**src/rtl/bp_update_sched_pkg.sv**
```systemverilog
// Shared definitions for the branch-update scheduler: instruction address width,
// default FIFO depth and the BHT index slice used by misTakenAddr consumers.
package bp_update_sched_pkg;

    localparam int BP_INST_ADDR_W   = 32;
    localparam int BP_DEPTH_DEFAULT = 4;
    localparam int BP_BHT_IDX_HI    = 6;
    localparam int BP_BHT_IDX_LO    = 2;

    // BHT row selected by a branch PC.
    function automatic logic [BP_BHT_IDX_HI-BP_BHT_IDX_LO:0] bht_index(
        input logic [BP_INST_ADDR_W-1:0] addr
    );
        return addr[BP_BHT_IDX_HI:BP_BHT_IDX_LO];
    endfunction

endpackage

```
**src/rtl/bp_update_fifo.sv**
```systemverilog
// In-order circular buffer with two write slots (tail, tail+1) and one read port.
// The caller guarantees writes never exceed the free space.
module bp_update_fifo
    import bp_update_sched_pkg::*;
#(
    parameter int DEPTH = BP_DEPTH_DEFAULT,
    parameter int WIDTH = BP_INST_ADDR_W + 1,
    localparam int PTR_W = $clog2(DEPTH),
    localparam int CNT_W = PTR_W + 1
) (
    input  logic             clk,
    input  logic             rst,
    input  logic [1:0]       wr_cnt,
    input  logic [WIDTH-1:0] wr_data0,
    input  logic [WIDTH-1:0] wr_data1,
    input  logic             rd_en,
    output logic [WIDTH-1:0] rd_data,
    output logic [CNT_W-1:0] count
);

    logic [WIDTH-1:0] mem [DEPTH];
    logic [PTR_W-1:0] head;
    logic [PTR_W-1:0] tail;
    logic [PTR_W-1:0] tail_p1;

    assign tail_p1 = tail + PTR_W'(1);
    assign rd_data = mem[head];

    // NOTE: storage has no reset; count alone decides which entries are valid.
    always_ff @(posedge clk) begin
        if (wr_cnt != 2'd0) mem[tail]    <= wr_data0;
        if (wr_cnt == 2'd2) mem[tail_p1] <= wr_data1;
    end

    // NOTE: sequential state uses non-blocking assignments only.
    always_ff @(posedge clk or negedge rst) begin
        if (!rst) begin
            head  <= '0;
            tail  <= '0;
            count <= '0;
        end else begin
            if (rd_en) head <= head + PTR_W'(1);
            tail  <= tail + PTR_W'(wr_cnt);
            count <= count + CNT_W'(wr_cnt) - CNT_W'(rd_en);
        end
    end

endmodule

```
**src/rtl/bp_update_sched.sv**
```systemverilog
// Serializes branch resolutions from BU0/BU1 onto the single BHT update port.
// Optional saturating issue counters are enabled by defining BP_UPDATE_STATS_EN.
module bp_update_sched
    import bp_update_sched_pkg::*;
#(
    parameter int DEPTH  = BP_DEPTH_DEFAULT,
    parameter int ADDR_W = BP_INST_ADDR_W
) (
    input  logic              clk,
    input  logic              rst,
    input  logic              rdy,
    input  logic              req0En,
    input  logic              req0Mis,
    input  logic [ADDR_W-1:0] req0Addr,
    input  logic              req1En,
    input  logic              req1Mis,
    input  logic [ADDR_W-1:0] req1Addr,
    output logic              acceptRdy,
    output logic              BranchEn,
    output logic              BranchMisTaken,
    output logic [ADDR_W-1:0] misTakenAddr,
`ifdef BP_UPDATE_STATS_EN
    output logic [31:0]       statTotal,
    output logic [31:0]       statMis,
`endif
    output logic              overflow
);

    localparam int CNT_W = $clog2(DEPTH) + 1;

    logic [CNT_W-1:0]  count;
    logic [CNT_W-1:0]  count_next;
    logic [CNT_W-1:0]  free_after;
    logic [1:0]        n_req;
    logic [1:0]        n_fit;
    logic              deq;
    logic              drop;
    logic [ADDR_W:0]   wr_data0;
    logic [ADDR_W:0]   wr_data1;
    logic [ADDR_W:0]   rd_data;

    // NOTE: every combinational output gets a default first so no latch is inferred.
    always_comb begin
        deq        = rdy && (count != '0);
        free_after = CNT_W'(DEPTH) - count + CNT_W'(deq);
        n_req      = 2'd0;
        if (rdy) n_req = {1'b0, req0En} + {1'b0, req1En};
        // Short on space: keep the oldest requests, so BU1 is the first dropped.
        n_fit      = (free_after >= CNT_W'(n_req)) ? n_req : free_after[1:0];
        drop       = (n_fit != n_req);
        wr_data0   = req0En ? {req0Mis, req0Addr} : {req1Mis, req1Addr};
        wr_data1   = {req1Mis, req1Addr};
        count_next = count + CNT_W'(n_fit) - CNT_W'(deq);
    end

    bp_update_fifo #(
        .DEPTH (DEPTH),
        .WIDTH (ADDR_W + 1)
    ) u_fifo (
        .clk      (clk),
        .rst      (rst),
        .wr_cnt   (n_fit),
        .wr_data0 (wr_data0),
        .wr_data1 (wr_data1),
        .rd_en    (deq),
        .rd_data  (rd_data),
        .count    (count)
    );

    always_ff @(posedge clk or negedge rst) begin
        if (!rst) begin
            BranchEn       <= 1'b0;
            BranchMisTaken <= 1'b0;
            misTakenAddr   <= '0;
            acceptRdy      <= 1'b1;
            overflow       <= 1'b0;
        end else if (rdy) begin
            BranchEn <= deq;
            if (deq) {BranchMisTaken, misTakenAddr} <= rd_data;
            acceptRdy <= (CNT_W'(DEPTH) - count_next) >= CNT_W'(2);
            if (drop) overflow <= 1'b1;
        end
    end

`ifdef BP_UPDATE_STATS_EN
    always_ff @(posedge clk or negedge rst) begin
        if (!rst) begin
            statTotal <= '0;
            statMis   <= '0;
        end else if (deq) begin
            if (statTotal != '1) statTotal <= statTotal + 32'd1;
            if (rd_data[ADDR_W] && (statMis != '1)) statMis <= statMis + 32'd1;
        end
    end
`endif

endmodule

```
**config.mk**
```make
export PLATFORM = sky130hd
export DESIGN_NAME = bp_update_sched
export DESIGN_NICKNAME = d
export VERILOG_FILES = /design/src/rtl/bp_update_sched_pkg.sv /design/src/rtl/bp_update_fifo.sv /design/src/rtl/bp_update_sched.sv
export SDC_FILE = /design/constraint.sdc
export NUM_CORES = 1
export LEC_CHECK = 0
export ABC_CLOCK_PERIOD_IN_PS = 7200
export CORE_AREA = 2 2 124 126
export DETAILED_ROUTE_END_ITERATION = 7
export DIE_AREA = 0 0 126 128
export GPL_ROUTABILITY_DRIVEN = 0
export PLACE_DENSITY = 0.85
export SLEW_MARGIN = 20
export SYNTH_ARGS = -nofsm -noshare
export SYNTH_HDL_FRONTEND = slang
export SYNTH_SLANG_ARGS = --single-unit
```
**constraint.sdc**
```tcl
create_clock -name clk -period 7.2 [get_ports clk]
set_input_delay 2.16 -clock clk [delete_from_list [all_inputs] [get_ports clk]]
set_output_delay 2.16 -clock clk [all_outputs]
set_load 0.005 [all_outputs]
```
# --- Word-level counts from Yosys, hierarchy flattened ---
# Memories as Yosys holds them, arrays and structs flattened. A register that Yosys moved wholly into a read port is not among the register bits.
# Cells that the tools add are included.
word_totals:
  reg_bits: 10
  ramBits: 132
  in_bits: 71
  wordCells: 33
  mem_count: 1
classes:
  addsub: 9
  n_lt_le_gt_ge: 2
  eq_ne: 2
  mux: 7
  n_reduce_logical: 6
mem_list:
  columns: ["memory", "words", "word_bits", "read_ports", "rd_ports_with_merged_regs", "wr", "line_no", "source"]
  rows:
  - ["u_fifo.mem", 4, 33, 1, 1, 2, "bp_update_fifo.sv:21", "logic [WIDTH-1:0] mem [DEPTH];"]
op_table:
  columns: ["cell", "count"]
  rows:
  - ["33-bit 2-to-1 mux", 1]
  - ["3-bit subtractor (first input constant)", 2]
  - ["2-bit by 1-bit adder with 2-bit output (second input constant)", 2]
  - ["1-bit 2-to-1 mux", 4]
  - ["2-bit 2-to-1 mux", 2]
  - ["2-bit AND reduction", 2]
  - ["3-bit by 1-bit adder with 3-bit output", 1]
  - ["3-bit by 2-bit adder with 3-bit output", 1]
  - ["3-bit by 2-bit greater-or-equal comparator with 1-bit output", 1]
  - ["3-bit by 2-bit greater-or-equal comparator with 1-bit output (second input constant)", 1]
  - ["3-bit nonzero test", 1]
  - ["3-bit by 1-bit subtractor with 3-bit output", 1]
  - ["1-bit by 1-bit adder with 2-bit output", 1]
  - ["2-bit adder", 1]
  - ["2-bit == test (second input constant)", 1]
  - ["2-bit != test", 1]
  - ["2-bit nonzero test", 1]
  - ["1-bit logical AND", 1]
  - ["1-bit logical NOT", 1]

# --- Depth between registers and ports, before layout ---
logic_depth:
  ltp_word: 9
  depth_mapped: 17

# --- Modules after synthesis ---
# From an unflattened synthesis, not the netlist that was laid out.
hier_totals:
  cells_unflattened: 574
  area_unflattened_um2: 8896.0
by_module_without_submodules:
  columns: ["mod", "instances", "cells_per_inst", "area_per_inst_um2", "seq_area_each_um2"]
  rows:
  - ["bp_update_fifo", 1, 358, 6912.9, 4139.0]
  - ["bp_update_sched", 1, 216, 1983.2, 902.1]

# --- Least setup slack after synthesis ---
# No wires, ideal clock.
synth_path:
  path_type: "input to register"
  startpoint: "input port rdy"
  endpoint: "memory u_fifo.mem[3][0] (netlist name) (enable)"
  setup_ps: 427
  arrival_time_ps: 5628
  required_ps: 6773
  setup_slack_ps: 1145
  stages: 9
  path_buffers: 1
  cell_sequence: "o31ai_2 -> clkinv_1 -> clkbuf_1 -> ha_1 -> ha_1 -> nand2b_4 -> a211oi_1 -> mux2i_1 -> nor2b_1"
synth_rtl:
  columns: ["element", "line_no", "source"]
  rows:
  - ["start: declaration", "bp_update_sched.sv:11", "input logic rdy,"]
  - ["end: declaration", "bp_update_fifo.sv:21", null]

# --- Final worst setup path ---
layout_path:
  startpoint: "input port rdy"
  endpoint: "register acceptRdy"
layout_between:
  elab_chain_cells: 8
  elab_cells_between_ends: 9
layout_rtl:
  columns: ["element", "line_no", "source"]
  rows:
  - ["1-bit logical AND", "bp_update_sched.sv:44", "deq = rdy && (count != '0);"]
  - ["3-bit by 1-bit adder with 3-bit output", "bp_update_sched.sv:45", "free_after = CNT_W'(DEPTH) - count + CNT_W'(deq);"]
  - ["3-bit by 2-bit greater-or-equal comparator with 1-bit output", "bp_update_sched.sv:49", "n_fit = (free_after >= CNT_W'(n_req)) ? n_req : free_after[1:0];"]
  - ["2-bit 2-to-1 mux", "bp_update_sched.sv:49", null]
  - ["3-bit by 2-bit adder with 3-bit output", "bp_update_sched.sv:53", "count_next = count + CNT_W'(n_fit) - CNT_W'(deq);"]
  - ["3-bit by 1-bit subtractor with 3-bit output *", "bp_update_sched.sv:53", null]
  - ["via count_next[2]", "bp_update_sched.sv:32", "logic [CNT_W-1:0] count_next;"]
  - ["3-bit subtractor *", "bp_update_sched.sv:80", "acceptRdy <= (CNT_W'(DEPTH) - count_next) >= CNT_W'(2);"]
  - ["3-bit by 2-bit greater-or-equal comparator with 1-bit output *", "bp_update_sched.sv:80", null]
  - ["end signal: assignment", "bp_update_sched.sv:75", "acceptRdy <= 1'b1;"]
  - ["end signal: assignment", "bp_update_sched.sv:80", null]
  - ["end: declaration", "bp_update_sched.sv:18", "output logic acceptRdy,"]
# Mark *: on every way through the listed nets, which the timed path passes. The rest lies on a longest branch.
# A chain may end at the register's enable or synchronous reset.

==> impl_results.html <==
<table>
<tr><th>Metric</th><th>Value</th></tr>
<tr><th colspan="2">Final layout</th></tr>
<tr><td>Area delta synth-&gt;final</td><td>20.1%</td></tr>
<tr><td>Post-route insts no fill</td><td>866</td></tr>
<tr><td>Diodes inserted</td><td>0</td></tr>
<tr><td>Fillcell total</td><td>985</td></tr>
<tr><td>Fin util</td><td>a little under three quarters</td></tr>
<tr><td>Share of cells above drive strength 1</td><td>25.2%</td></tr>
<tr><td>Final net count</td><td>747</td></tr>
<tr><th colspan="2">Synth</th></tr>
<tr><td>Fraction of the yosys area taken by sequential cells</td><td>between 50 and 60%</td></tr>
<tr><td>Total nets after synthesis</td><td>640</td></tr>
<tr><td>Number of storage elements in the synthesis netlist</td><td>around 180</td></tr>
<tr><td>Distinct cells, synth</td><td>41</td></tr>
<tr><td>Top cell type by total area after synthesis</td><td>edfxtp_1</td></tr>
<tr><td>Most instantiated cells after synthesis</td><td>132 x edfxtp_1, 109 x nand2_1, 60 x mux2_1, 60 x mux2_4, 42 x dfrtp_1</td></tr>
<tr><td>Xor/xnor share of the synthesized area</td><td>under 10%</td></tr>
<tr><td>Cell types occupying the most area after synthesis</td><td>edfxtp_1 45%, dfrtp_1 12%, mux2_4 10%</td></tr>
<tr><td>Synthesized netlist cell count</td><td>between 500 and 600</td></tr>
<tr><td>Combinational family with the most area after synthesis</td><td>multiplexers</td></tr>
<tr><td>Fraction of registers with async set/reset</td><td>24.6%</td></tr>
<tr><td>Area fraction of the dominant cell type after synthesis</td><td>approximately 45%</td></tr>
<tr><td>Most frequent cell after synthesis</td><td>edfxtp_1</td></tr>
<tr><td>Mux contribution to synthesized area</td><td>28.2%</td></tr>
<tr><td>Predominant post-synthesis flop cell</td><td>edfxtp_1</td></tr>
<tr><td>Post-synth EDFFs</td><td>132</td></tr>
<tr><td>Synthesized-area fraction occupied by ao, oa, aoi and oai cells</td><td>around 2.6%</td></tr>
<tr><td>Post-Synth Adder-Cell Area</td><td>between 1.5 and 2%</td></tr>
<tr><td>Post-synthesis instance area</td><td>just under 9000 um^2</td></tr>
<tr><td>Post-synthesis area per instance</td><td>approximately 16 um^2</td></tr>
<tr><td>Count of synthesis-stage warnings from yosys</td><td>0</td></tr>
<tr><td>Simple logic cell fraction of the synthesized area</td><td>under 10%</td></tr>
<tr><th colspan="2">Placement</th></tr>
<tr><td>Placed instance count</td><td>834</td></tr>
<tr><td>Dpl hpwl</td><td>~12,000 um</td></tr>
<tr><td>IO Port Bufs</td><td>106</td></tr>
<tr><th colspan="2">CTS</th></tr>
<tr><td>Post-CTS Hold Buffers</td><td>0</td></tr>
<tr><td>Number of buffers on the longest clock path</td><td>2</td></tr>
<tr><td>Post-CTS Resized</td><td>0</td></tr>
<tr><td>Clock insertion delay at the later pin of the skew report</td><td>between 400 and 500 ps</td></tr>
<tr><td>Clock sink count</td><td>175</td></tr>
<tr><td>Clock slew at reported path FFs</td><td>60 ps</td></tr>
<tr><td>Setup repair bufs after CTS</td><td>0</td></tr>
<tr><td>TritonCTS Buffers</td><td>17</td></tr>
<tr><td>Maximum level of the CTS H-tree</td><td>4</td></tr>
<tr><td>Root Driver</td><td>clkbuf_16</td></tr>
<tr><td>Clock tree from TritonCTS</td><td>built</td></tr>
<tr><th colspan="2">Global routing</th></tr>
<tr><td>Vias in the first global route</td><td>between 5,000 and 6,000</td></tr>
<tr><td>Largest net degree at the start of global routing</td><td>between 40 and 50</td></tr>
<tr><td>Overflow after GRT</td><td>0</td></tr>
<tr><td>First-pass GRT wire length</td><td>~30,000 um</td></tr>
<tr><td>Antenna violations before repair</td><td>0</td></tr>
<tr><td>Global router's overall resource usage</td><td>24.1%</td></tr>
<tr><th colspan="2">Setup path</th></tr>
<tr><td>Worst EP required</td><td>around 7600 ps</td></tr>
<tr><td>Number of cells traversed by the worst register-to-register path</td><td>13</td></tr>
<tr><td>Arrival time reported for the critical path endpoint</td><td>~6500 ps</td></tr>
<tr><td>Sort of element at the end of the critical path</td><td>flop</td></tr>
<tr><td>Worst-case register-to-register setup slack</td><td>between 2000 and 3000 ps</td></tr>
<tr><td>Crit Reg-Reg Startpoint</td><td>u_fifo.count[1]</td></tr>
<tr><td>Endpoint of the worst register-to-register path</td><td>acceptRdy</td></tr>
<tr><td>Startpoint type of the worst setup path</td><td>primary input</td></tr>
<tr><td>Worst setup path class</td><td>in2reg</td></tr>
<tr><td>Largest fanout on the critical path</td><td>12</td></tr>
<tr><td>Start point of the critical path</td><td>rdy</td></tr>
<tr><th colspan="2">Route</th></tr>
<tr><td>Routed via count</td><td>around 5,100</td></tr>
<tr><td>Final WL</td><td>roughly 19,000 um</td></tr>
<tr><td>Via density per instance</td><td>just under 6</td></tr>
<tr><td>Post-detailed-route count of antenna-violating nets</td><td>0</td></tr>
<tr><td>Number of DRC violations after detailed routing</td><td>0</td></tr>
<tr><td>Routed length per instance</td><td>approximately 22 um</td></tr>
<tr><td>Number of DRC markers in iteration 0</td><td>423</td></tr>
<tr><td>First-pass DRT Iterations</td><td>6</td></tr>
<tr><th colspan="2">STA</th></tr>
<tr><td>RSZ-0062 raised after global routing</td><td>no</td></tr>
<tr><td>Final clock period utilization by the worst path</td><td>a little under nine tenths</td></tr>
<tr><td>Setup-failing EPs final</td><td>0</td></tr>
<tr><td>Measured slew at the worst slew-check pin</td><td>roughly 1000 ps</td></tr>
<tr><td>Post-Route Setup TNS</td><td>0 ps</td></tr>
<tr><td>Worst slew slack as a fraction of its limit</td><td>between 30% and 40%</td></tr>
<tr><td>Clock period minus worst slack</td><td>between 6000 and 7000 ps</td></tr>
<tr><td>Setup Skew</td><td>9.00 ps</td></tr>
<tr><td>Maximum operating frequency</td><td>between 150 and 200 MHz</td></tr>
<tr><td>Worst hold slack after final layout</td><td>about 470 ps</td></tr>
<tr><td>Hold Fails Final Rpt</td><td>0</td></tr>
<tr><td>Max-slew violation count</td><td>0</td></tr>
<tr><th colspan="2">Die</th></tr>
<tr><td>Die Y</td><td>128 um</td></tr>
<tr><td>Cell Rows</td><td>45</td></tr>
<tr><td>Die boundary width</td><td>around 130 um</td></tr>
<tr><td>Effective utilization at floorplan</td><td>59.4%</td></tr>
<tr><td>Total Die Area</td><td>~16,000 um^2</td></tr>
<tr><td>Core area</td><td>14,900 um^2</td></tr>
<tr><td>Count of pins on the block boundary</td><td>between 100 and 150</td></tr>
<tr><th colspan="2">Worst hold path</th></tr>
<tr><td>Capture endpoint of the worst hold path</td><td>misTakenAddr[10]</td></tr>
<tr><td>Start point of the worst min-delay path</td><td>misTakenAddr[10]</td></tr>
<tr><td>Worst hold path type</td><td>reg2reg</td></tr>
<tr><td>Count of cells along the worst hold path</td><td>2</td></tr>
<tr><th colspan="2">Power</th></tr>
<tr><td>LEAKAGE</td><td>~4 nW</td></tr>
<tr><td>Max VDD drop</td><td>between 0.2 and 0.25 mV</td></tr>
<tr><td>Cell area power density</td><td>between 300 and 400 nW/um^2</td></tr>
<tr><td>Power Total</td><td>approximately 4 mW</td></tr>
<tr><th colspan="2">Run</th></tr>
<tr><td>Total of max-cap violations</td><td>0</td></tr>
<tr><th colspan="2">Status</th></tr>
<tr><td>Result of the run</td><td>finished, final reports clean</td></tr>
</table>
-- stage by stage --
step / instance area (um^2) / worst slack, ps
final: 10600 / 1040
after global placement: 10000 / 778
after global routing: 10600 / 826
after floorplan: 8830 / 1150
after detailed placement: 10000 / 619
after CTS: 10600 / 1080
-- flip-flops by register name, summed over array words and instances, names as in the netlist --
name	count
u_fifo.tail	2
misTakenAddr	32
BranchEn	1
BranchMisTaken	1
acceptRdy	1
u_fifo.count	3
u_fifo.head	2
u_fifo.mem	132
overflow	1
-- layout by cell type (no fill, tap or decap), drive strengths merged --
master | synthesis | layout
and2 | 1 | 1
dfrtp | 42 | 42
bufinv | 0 | 2
edfxtp | 132 | 132
o21bai | 1 | 1
a2111oi | 4 | 4
buf | 16 | 15
o22ai | 2 | 2
clkdlybuf4s50 | 0 | 105
xnor2 | 5 | 5
mux2i | 1 | 1
inv | 9 | 11
nand4bb | 1 | 1
o31ai | 1 | 1
or2 | 1 | 1
clkinvlp | 0 | 3
nor2b | 2 | 2
a21boi | 1 | 1
clkbuf | 16 | 20
o21ai | 5 | 5
o32a | 1 | 1
nand3b | 1 | 1
mux4 | 33 | 33
ha | 10 | 10
nand4b | 2 | 2
nand4 | 1 | 1
mux2 | 134 | 134
nor2 | 6 | 6
xor2 | 5 | 5
a211oi | 5 | 5
nand3 | 2 | 2
clkinv | 1 | 6
fa | 1 | 1
nand2 | 109 | 109
a211o | 1 | 1
nand2b | 5 | 5
dfstp | 1 | 1
-- layout make-up --
cell class                      count  area (um^2)  share of cell area [%]
Sequential cell                   175         5040                    47.6
Multi-Input combinational cell    341         3540                    33.3
Timing Repair Buffer              120         1160                    10.9
Clock buffer                       20          457                    4.31
Tap cell                          188          235                    2.22
Clock inverter                     12          134                    1.26
Inverter                           10         37.5                   0.354
-- how the worst max path moves through the flow --
| stage | endpoint | slack [ps] | depth (start not counted) |
|---|---|---|---|
| 6_report | acceptRdy | 1040 | 14 |
| 5_1_grt | acceptRdy | 830 | 14 |
| 4_1_cts | acceptRdy | 1080 | 14 |
| 3_5_place_dp | acceptRdy | 620 | 14 |
| 3_3_place_gp | acceptRdy | 780 | 14 |
| 2_1_floorplan | u_fifo.mem[3][0] | 1150 | 9 |
-- report_power, final --
group | total, mW | leakage [nW] | switching (mW) | internal (mW)
Sequential | 1.73 | 1.72 | 0.218 | 1.52
Combinational | 1.47 | 2.04 | 0.720 | 0.748
Clock | 0.920 | 0.282 | 0.389 | 0.531
-- cells by family (layout without fill, tap and decap cells) --
family	count (synthesis)	in the layout
XOR/XNOR	10	10
AND/OR/NAND/NOR	131	131
adder cells (fa/ha/maj)	11	11
AO/OA/AOI/OAI	21	21
flip-flops	175	175
buffers and inverters	42	162
multiplexers	168	168
-- critical path: stages --
cell and delay [ps]:
clkdlybuf4s50_1 640, o31ai_4 150, clkinv_1 130, ha_1 470
ha_1 280, nand2b_4 180, a211o_1 520, mux2_2 380
ha_1 300, fa_1 440, xor2_1 160, xnor2_1 250
xor2_1 110, o32a_1 340
-- metal layers --
layer	GRT usage [%]	part of all wire [%]	vias up
met3	5.01	5.0	25
met1	28.7	39	2579
li1	-	-	2294
met4	8.53	1.6	0
met5	0	0	-
met2	43.7	55	171
Power figures use the tool's default switching activity.
